File: config.mk
export PLATFORM = sky130hd
export DESIGN_NAME = frame_sequencer
export DESIGN_NICKNAME = d
export VERILOG_FILES = /design/src/rtl/frame_seq_pkg.sv /design/src/rtl/frame_prescaler.sv /design/src/rtl/frame_sequencer.sv
export SDC_FILE = /design/constraint.sdc
export NUM_CORES = 1
export LEC_CHECK = 0
export CELL_PAD_IN_SITES_DETAIL_PLACEMENT = 1
export CELL_PAD_IN_SITES_GLOBAL_PLACEMENT = 1
export CORE_ASPECT_RATIO = 0.5
export CORE_MARGIN = 2
export CORE_UTILIZATION = 45
export CTS_CLUSTER_SIZE = 30
export DETAILED_ROUTE_END_ITERATION = 8
export PLACE_DENSITY = 0.83
export SLEW_MARGIN = 20
export SYNTH_ARGS = -nofsm -noshare
export SYNTH_HDL_FRONTEND = slang
export SYNTH_SLANG_ARGS = --single-unit
File: constraint.sdc
create_clock -name clk -period 4.79 [get_ports clk]
set_input_delay 0.7185 -clock clk [delete_from_list [all_inputs] [get_ports clk]]
set_output_delay 0.7185 -clock clk [all_outputs]
set_load 0.01 [all_outputs]
File: src/rtl/frame_seq_pkg.sv
// Shared types and constants for the frame sequencer.
// State codes are plain localparams so legacy tooling can read them.
package frame_seq_pkg;

    localparam int CNT_W = 3;

    localparam logic [1:0] IDLE = 2'd0;
    localparam logic [1:0] RUN  = 2'd1;
    localparam logic [1:0] HOLD = 2'd2;

    localparam logic [CNT_W-1:0] FIRST_FRAME = '0;

    function automatic logic [CNT_W-1:0] last_frame(input int n);
        return CNT_W'(n - 1);
    endfunction

endpackage

File: src/rtl/frame_prescaler.sv
// Frame prescaler: counts 0..max(divisor,1)-1, pulses tc on terminal count.
// A divisor of zero behaves as one (terminal every enabled cycle).
module frame_prescaler
    import frame_seq_pkg::*;
#(
    parameter int DIV_W = 24
) (
    input  logic             clk,
    input  logic             rst,
    input  logic             en,
    input  logic             clr,
    input  logic [DIV_W-1:0] divisor,
    output logic             tc
);

    logic [DIV_W-1:0] cnt;
    logic [DIV_W-1:0] div_eff;

    assign div_eff = (divisor == '0) ? DIV_W'(1) : divisor;
    // a count past a freshly lowered divisor also terminates
    assign tc = en && (cnt >= div_eff - DIV_W'(1));

    // count while enabled, wrap on terminal, clear on request
    always_ff @(posedge clk or posedge rst) begin
        if (rst) begin
            cnt <= '0;
        end else if (clr) begin
            cnt <= '0;
        end else if (en) begin
            cnt <= tc ? '0 : cnt + DIV_W'(1);
        end
    end

endmodule

File: src/rtl/frame_sequencer.sv
// Frame sequencer: paced 3-bit frame select with start/pause/abort FSM.
// Define FRAME_SEQ_PINGPONG_EN to enable bounce mode in loop runs.
module frame_sequencer
    import frame_seq_pkg::*;
#(
    parameter int DIV_W      = 24,
    parameter int NUM_FRAMES = 8
) (
    input  logic             clk,
    input  logic             rst,
    input  logic             start,
    input  logic             abort,
    input  logic             pause,
    input  logic             dir,
    input  logic             loop_en,
    input  logic             pingpong,
    input  logic [DIV_W-1:0] divisor,
    output logic [CNT_W-1:0] Contador,
    output logic             step_tick,
    output logic             busy,
    output logic             done
);

    localparam logic [CNT_W-1:0] LAST = last_frame(NUM_FRAMES);

    logic [1:0]       state;
    logic             dir_q;
    logic             loop_q;
    logic             tc;
    logic             en;
    logic             clr;
    logic             at_end;
    logic             bounce;
    logic [CNT_W-1:0] nxt;
    logic             nxt_dir;

    assign busy   = (state == RUN) || (state == HOLD);
    assign en     = busy && !pause && !abort && !start;
    assign clr    = start || abort;
    assign at_end = dir_q ? (Contador == FIRST_FRAME)
                          : (Contador == LAST);

`ifdef FRAME_SEQ_PINGPONG_EN
    logic pp_q;

    assign bounce = pp_q && loop_q && at_end && (NUM_FRAMES > 1);

    // bounce selection is captured once per run
    always_ff @(posedge clk or posedge rst) begin
        if (rst) begin
            pp_q <= 1'b0;
        end else if (start && !abort) begin
            pp_q <= pingpong;
        end
    end
`else
    logic unused_pp;

    assign bounce    = 1'b0;
    assign unused_pp = pingpong;
`endif

    frame_prescaler #(
        .DIV_W(DIV_W)
    ) u_pre (
        .clk    (clk),
        .rst    (rst),
        .en     (en),
        .clr    (clr),
        .divisor(divisor),
        .tc     (tc)
    );

    // next frame: bounce reverses, otherwise step or wrap
    always_comb begin
        nxt     = Contador;
        nxt_dir = dir_q;
        if (bounce) begin
            nxt_dir = !dir_q;
            nxt     = dir_q ? Contador + 3'd1 : Contador - 3'd1;
        end else if (at_end) begin
            nxt = dir_q ? LAST : FIRST_FRAME;
        end else begin
            nxt = dir_q ? Contador - 3'd1 : Contador + 3'd1;
        end
    end

    // FSM, frame register and status pulses
    always_ff @(posedge clk or posedge rst) begin
        if (rst) begin
            state     <= IDLE;
            Contador  <= '0;
            step_tick <= 1'b0;
            done      <= 1'b0;
            dir_q     <= 1'b0;
            loop_q    <= 1'b0;
        end else begin
            step_tick <= 1'b0;
            done      <= 1'b0;
            if (abort) begin
                state <= IDLE;
            end else if (start) begin
                state    <= RUN;
                Contador <= dir ? LAST : FIRST_FRAME;
                dir_q    <= dir;
                loop_q   <= loop_en;
            end else if (busy) begin
                state <= pause ? HOLD : RUN;
                if (tc) begin
                    if (at_end && !loop_q) begin
                        done  <= 1'b1;
                        state <= IDLE;
                    end else begin
                        Contador  <= nxt;
                        dir_q     <= nxt_dir;
                        step_tick <= 1'b1;
                    end
                end
            end
        end
    end

endmodule

==> results of run 1 <==
[metrics by stage]
stage	TNS [ns]	instance area, um^2	instances	utilization, %
4_1_cts	0	4110	528	67.6
3_5_place_dp	-16.00	3660	498	60.1
3_3_place_gp	-9.60	3650	498	60.0
2_1_floorplan	0	2860	339	-
[logic make-up after synthesis]
family / synth area share, %
xor+xnor: 6.81
fa+ha+maj: 12.2
simple gates: 29.6
compound gates: 17.8
mux: 1.46
flops: 29.2
buf+inv: 2.92
[what timing repair did]
| item | in CTS |
|---|---|
| hold buffers | 0 |
| gates resized for setup | 58 |
| setup buffers | 21 |
| endpoints found under the setup margin | 30 |
| pin swaps | 13 |
| cloned | 1 |
==> results.env, run 1 <==
OUTCOME='did not finish'
OUTCOME.STOP_STAGE='5_1_grt'
RUN.STOP_ERROR='[ERROR DPL-0033] detailed placement checks failed during check placement.'
WORSTENDPOINTGRTREPAIR='u_pre.cnt[20]$_DFFE_PP0P_/D'
PLACEMENT.SETUP.WORST_SLACK_NS=-0.639
HPWL_UM=7090
NETLIST_TOP_CELLS_COUNT='33 x sky130_fd_sc_hd__dfrtp_1, 32 x sky130_fd_sc_hd__nand2_1, 26 x sky130_fd_sc_hd__ha_1, 24 x sky130_fd_sc_hd__o21ai_0'
YS.FLOP_TYPE='sky130_fd_sc_hd__dfrtp_1'
SYNTH-WARNING-COUNT=0
BOUNDARYPINS=38
PIN_COUNT_OF_THE_BIGGEST_NET_ENTERING_GLOBAL_ROUTING=34
SYNTHESIS.AREA_MM2=0.00283
CHIPHEIGHT_UM=60.1
TIMING.REPAIR.WORST_ENDPOINT_TYPE='register input'
SYNTH.MOST_COMMON_CELL='sky130_fd_sc_hd__dfrtp_1'
POST_SYNTH_INST_COUNT=339
ROUTABILITYCONGESTION=0.823
POST_SYNTH_NUM_CELL_TYPES=53
SYNTHDOMINANTCELLAREASHARE_PCT=29.2
SYNTH.TOP_CELLS.BY_AREA='sky130_fd_sc_hd__dfrtp_1 29%, sky130_fd_sc_hd__ha_1 12%, sky130_fd_sc_hd__xnor2_1 4.3%, sky130_fd_sc_hd__o21ai_0 4.2%, sky130_fd_sc_hd__nand2_1 4.2%'
CTS-HTREE-LEVELS=2
SYNTH.LARGEST_AREA_CELL='sky130_fd_sc_hd__dfrtp_1'
NUMBER_OF_ANTENNA_VIOLATIONS_AT_THE_FIRST_CHECK_IN_GLOBAL_ROUTING=0
IO_BUFFER_COUNT=36
CTS-ROOT-TO-SINK-BUFFERS=2
SYNTHESIS.NETS=398
INITIAL_UTILIZATION_PCT=46.5
SHARE_OF_ASYNC_SETTABLE_OR_ASYNC_RESETTABLE_FLOPS_AFTER_SYNTHESIS_PCT=100
ROW_COUNT=20
YS_SEQ_AREA_SHARE_PCT=29.2
CLOCK-ROOT-BUFFER='sky130_fd_sc_hd__clkbuf_16'
POST_SYNTH.CELL_AREA_AVG_UM2=8.34
CTS_NUM_SINKS=33
CTS_BUFFERS=5
YS_FF_LATCH=33
DIE_SPAN_IN_X_UM=116
SYNTH_ENABLE_FLOP_CELLS=0
==> run 2: changes to the inputs <==
CELL_PAD_IN_SITES_DETAIL_PLACEMENT = unset   (was 1)
CELL_PAD_IN_SITES_GLOBAL_PLACEMENT = unset   (was 1)
CORE_ASPECT_RATIO = unset   (was 0.5)
CORE_UTILIZATION = 35   (was 45)
CTS_CLUSTER_SIZE = unset   (was 30)
PLACE_DENSITY = unset   (was 0.83)
PLACE_DENSITY_LB_ADDON = 0.15   (was unset)
==> run 2 against run 1 <==
Effect of this change:
- the flow now finishes, with violations (negative setup slack)
- synthesized cell count did not move
- area after synthesis unchanged
==> results.env, run 2 <==
MOST-COMMON-LAYOUT-CELLS='45 x sky130_fd_sc_hd__buf_4, 33 x sky130_fd_sc_hd__dfrtp_1, 29 x sky130_fd_sc_hd__nand2_1'
FINAL_UTIL_PCT=52.3
SYNTH-WARNING-COUNT=0
WIRE_LENGTH_OF_THE_FIRST_GLOBAL_ROUTING_PASS_UM=12300
NUM_VIAS=2836
NUM-NETS-FINAL=487
FINAL-MAX-SLEW-VIOLATION-COUNT=0
SYNTH.MOST_COMMON_CELL='sky130_fd_sc_hd__dfrtp_1'
REGMOSTFLOPS='u_pre.cnt'
SYNTHDOMINANTCELLAREASHARE_PCT=29.2
CRITICAL_PATH_ARRIVAL_NS=5.08
SYNTH.LARGEST_AREA_CELL='sky130_fd_sc_hd__dfrtp_1'
HOLD-WORST-SLACK_NS=0.515
CTS-ROOT-TO-SINK-BUFFERS=2
INITIAL_UTILIZATION_PCT=36.4
POST_ROUTE_MINIMUM_PERIOD_NS=4.86
MAXSLEWHEADROOM_PCT=60.3
GRT_PASS1_VIAS=2650
SYNTHTOLAYOUTAREAGROWTH_PCT=43.6
FINALSETUPTNS_NS=-0.234
P_PER_AREA_mW_PER_MM2=182
POST_SYNTH_INST_COUNT=339
COMMONEST_NON_FILL_NON_TAP_CELL_IN_THE_LAYOUT='sky130_fd_sc_hd__buf_4'
CTS_NUM_SINKS=33
LARGEST_REG_FLOPS=24
DRTITER0DRC=98
WL_UM=7390
ROUTABILITYCONGESTION=0.808
CTS-HTREE-LEVELS=2
NUMBER_OF_DIODES=0
DRV_CAP=0
YS_SEQ_AREA_SHARE_PCT=29.2
HOLDCRITPATHCLASS='flip-flop to flip-flop'
GRT_REMAINING_OVERFLOW=0
CP.BUFFERS_INVERTERS=6
IO_BUFFER_COUNT=36
NFILLCELLS=766
TIMING.CRITICAL_PATH.MAX_DELAY_FAMILY='simple AND/OR/NAND/NOR gates'
FINAL_WORST_PATH_PERIOD_SHARE_PCT=101
SYNTH_ENABLE_FLOP_CELLS=0
CP_CELL_SEQUENCE='buf_6 -> or4_4 -> or3_4 -> or4_4 -> or3_4 -> buf_6 -> nor4_4 -> xnor2_1 -> ha_1 -> buf_6 -> a21oi_4 -> nor2_4 -> a2111oi_4 -> buf_4 -> o2111ai_4 -> buf_6 -> buf_16 -> or3_1 -> o21ai_1'
POST_SYNTH_NUM_CELL_TYPES=53
SYNTHESIS.AREA_MM2=0.00283
TOP_REGS='u_pre.cnt x24, Contador x3, state x2'
CLOCK-ROOT-BUFFER='sky130_fd_sc_hd__clkbuf_8'
PLACE.DETAILED.INSTANCES=508
POST_SYNTH.CELL_AREA_AVG_UM2=8.34
VIAS_PER_CELL=5.34
CTS_HOLD_FIX_BUFS=0
MAX_STAGE_DELAY_NS=0.54
CLOCK_LATENCY_NS=0.29
ROUTED_WIRE_LENGTH_PER_INSTANCE_UM=13.9
ROW_COUNT=32
ROUTE.DETAILED.DRC=0
CRITICAL_PATH.SLOWEST_CELL='sky130_fd_sc_hd__or4_4'
TOTAL_POWER_uW=738
STARTPOINT_TYPE='input port'
WORST_SETUP_PATH_END_KIND='flip-flop'
CRITICAL_PATH_PEAK_FANOUT=6
ANTENNA_LEFT=0
WORSTMARGINPINSLEW_NS=0.590
YS_FF_LATCH=33
CP.REQUIRED_NS=5.01
CLKSLEWWORSTSETUPHOLDPATHS_NS=0.08
NUMBER_OF_ANTENNA_VIOLATIONS_AT_THE_FIRST_CHECK_IN_GLOBAL_ROUTING=0
TIMING.FINAL.HOLD_VIOLATIONS=0
BOUNDARYPINS=38
SYNTHESIS.NETS=398
FINALSETUPVIOLCOUNT=4
POSTLAYOUTSETUPSLACKWORST_NS=-0.0667
DRIVE_ABOVE_1_SHARE_PCT=23.5
CHIPHEIGHT_UM=93.9
DIEAREA_MM2=0.00881
HPWL_UM=5310
P_LEAK_nW=1.76
DRT_PRE_ANTENNA_ITERS=4
GLOBALROUTETOTALUTIL_PCT=17.5
CORE_MM2=0.00777
OUTCOME='complete, but fails checks'
RSZ0062_AT_GRT='true'
DIE_SPAN_IN_X_UM=93.9
CTS_BUFFERS=5
FINISH.CELL_COUNT_WITHOUT_FILLERS=531
YS.FLOP_TYPE='sky130_fd_sc_hd__dfrtp_1'
SHARE_OF_ASYNC_SETTABLE_OR_ASYNC_RESETTABLE_FLOPS_AFTER_SYNTHESIS_PCT=100
WORST_CLOCK_SKEW_NS=0.0114
MAXCLOCKFREQUENCY_GHz=0.206
MAX-VDD-IR-DROP_mV=0.113
NETLIST_TOP_CELLS_COUNT='33 x sky130_fd_sc_hd__dfrtp_1, 32 x sky130_fd_sc_hd__nand2_1, 26 x sky130_fd_sc_hd__ha_1, 24 x sky130_fd_sc_hd__o21ai_0'
CTS_TREE='built'
TIMING_WORST_SETUP_PATH_TYPE='input port to flip-flop'
CRITICAL-PATH-TOP-CELL-BY-COUNT='sky130_fd_sc_hd__buf_6'
FAILING_CHECKS='negative setup slack'
PIN_COUNT_OF_THE_BIGGEST_NET_ENTERING_GLOBAL_ROUTING=34
SYNTH.TOP_CELLS.BY_AREA='sky130_fd_sc_hd__dfrtp_1 29%, sky130_fd_sc_hd__ha_1 12%, sky130_fd_sc_hd__xnor2_1 4.3%, sky130_fd_sc_hd__o21ai_0 4.2%, sky130_fd_sc_hd__nand2_1 4.2%'
[run 2: cell counts after synthesis]
Identical to the previous run, type by type.
[run 2: cell type report]
cell class	count	area [um^2]	share of cell area (%)
repair buffers	90	820	20.2
multi-input cells	284	2120	52.2
well taps	102	128	3.14
clock inverters	1	30.0	0.739
clock buffers	7	86.3	2.13
inverters	14	52.6	1.29
flip-flops and latches	33	826	20.3
[run 2: worst paths after layout]
check                              from            end  cells after the start  slack, ns
max                         divisor[10]  u_pre.cnt[23]                     19      -0.07
min                              loop_q         loop_q                      1       0.51
max reg2reg                u_pre.cnt[0]  u_pre.cnt[23]                     11       2.11
min reg2reg                      loop_q         loop_q                      1       0.51
max in group asynchronous           rst      step_tick                      3       3.64
min in group asynchronous           rst  u_pre.cnt[12]                      3       0.83
[run 2: cell families (layout without fill, tap and decap cells)]
group	after synthesis	in the layout	synth area share, %
AO/OA/AOI/OAI	78	78	17.8
multiplexers	4	4	1.46
XOR/XNOR	22	22	6.81
flip-flops	33	33	29.2
buffers and inverters	22	112	2.92
adder cells (fa/ha/maj)	27	27	12.2
AND/OR/NAND/NOR	153	153	29.6
[run 2: where the power goes]
part           internal [mW]  switching (mW)  total (mW)
Clock                  0.170           0.109       0.278
Sequential             0.286         0.00963       0.295
Combinational         0.0863          0.0785       0.165
Total                  0.542           0.197       0.738
[run 2: routing by layer]
layer	track usage (%)	part of all wire (%)
met5	0	0
met4	4.23	0.62
met3	3.69	3.7
met2	28.8	49
met1	23.3	47
[run 2: metrics by stage]
| step | cell area (um^2) | setup WS [ns] |
|---|---|---|
| after floorplan | 2860 | 0.0563 |
| final | 4060 | -0.0667 |
| after CTS | 3970 | -0.0697 |
| after global placement | 3630 | -0.516 |
| after global routing | 4060 | -0.206 |
| after detailed placement | 3630 | -0.480 |
[run 2: what timing repair did]
item                                    CTS  global route
buffers inserted                          7             7
pin swaps                                42            24
endpoints found under the setup margin   26            29
resized for setup                        52            18
gates cloned                              3             0
No activity file was read; power rests on OpenSTA's default activity.
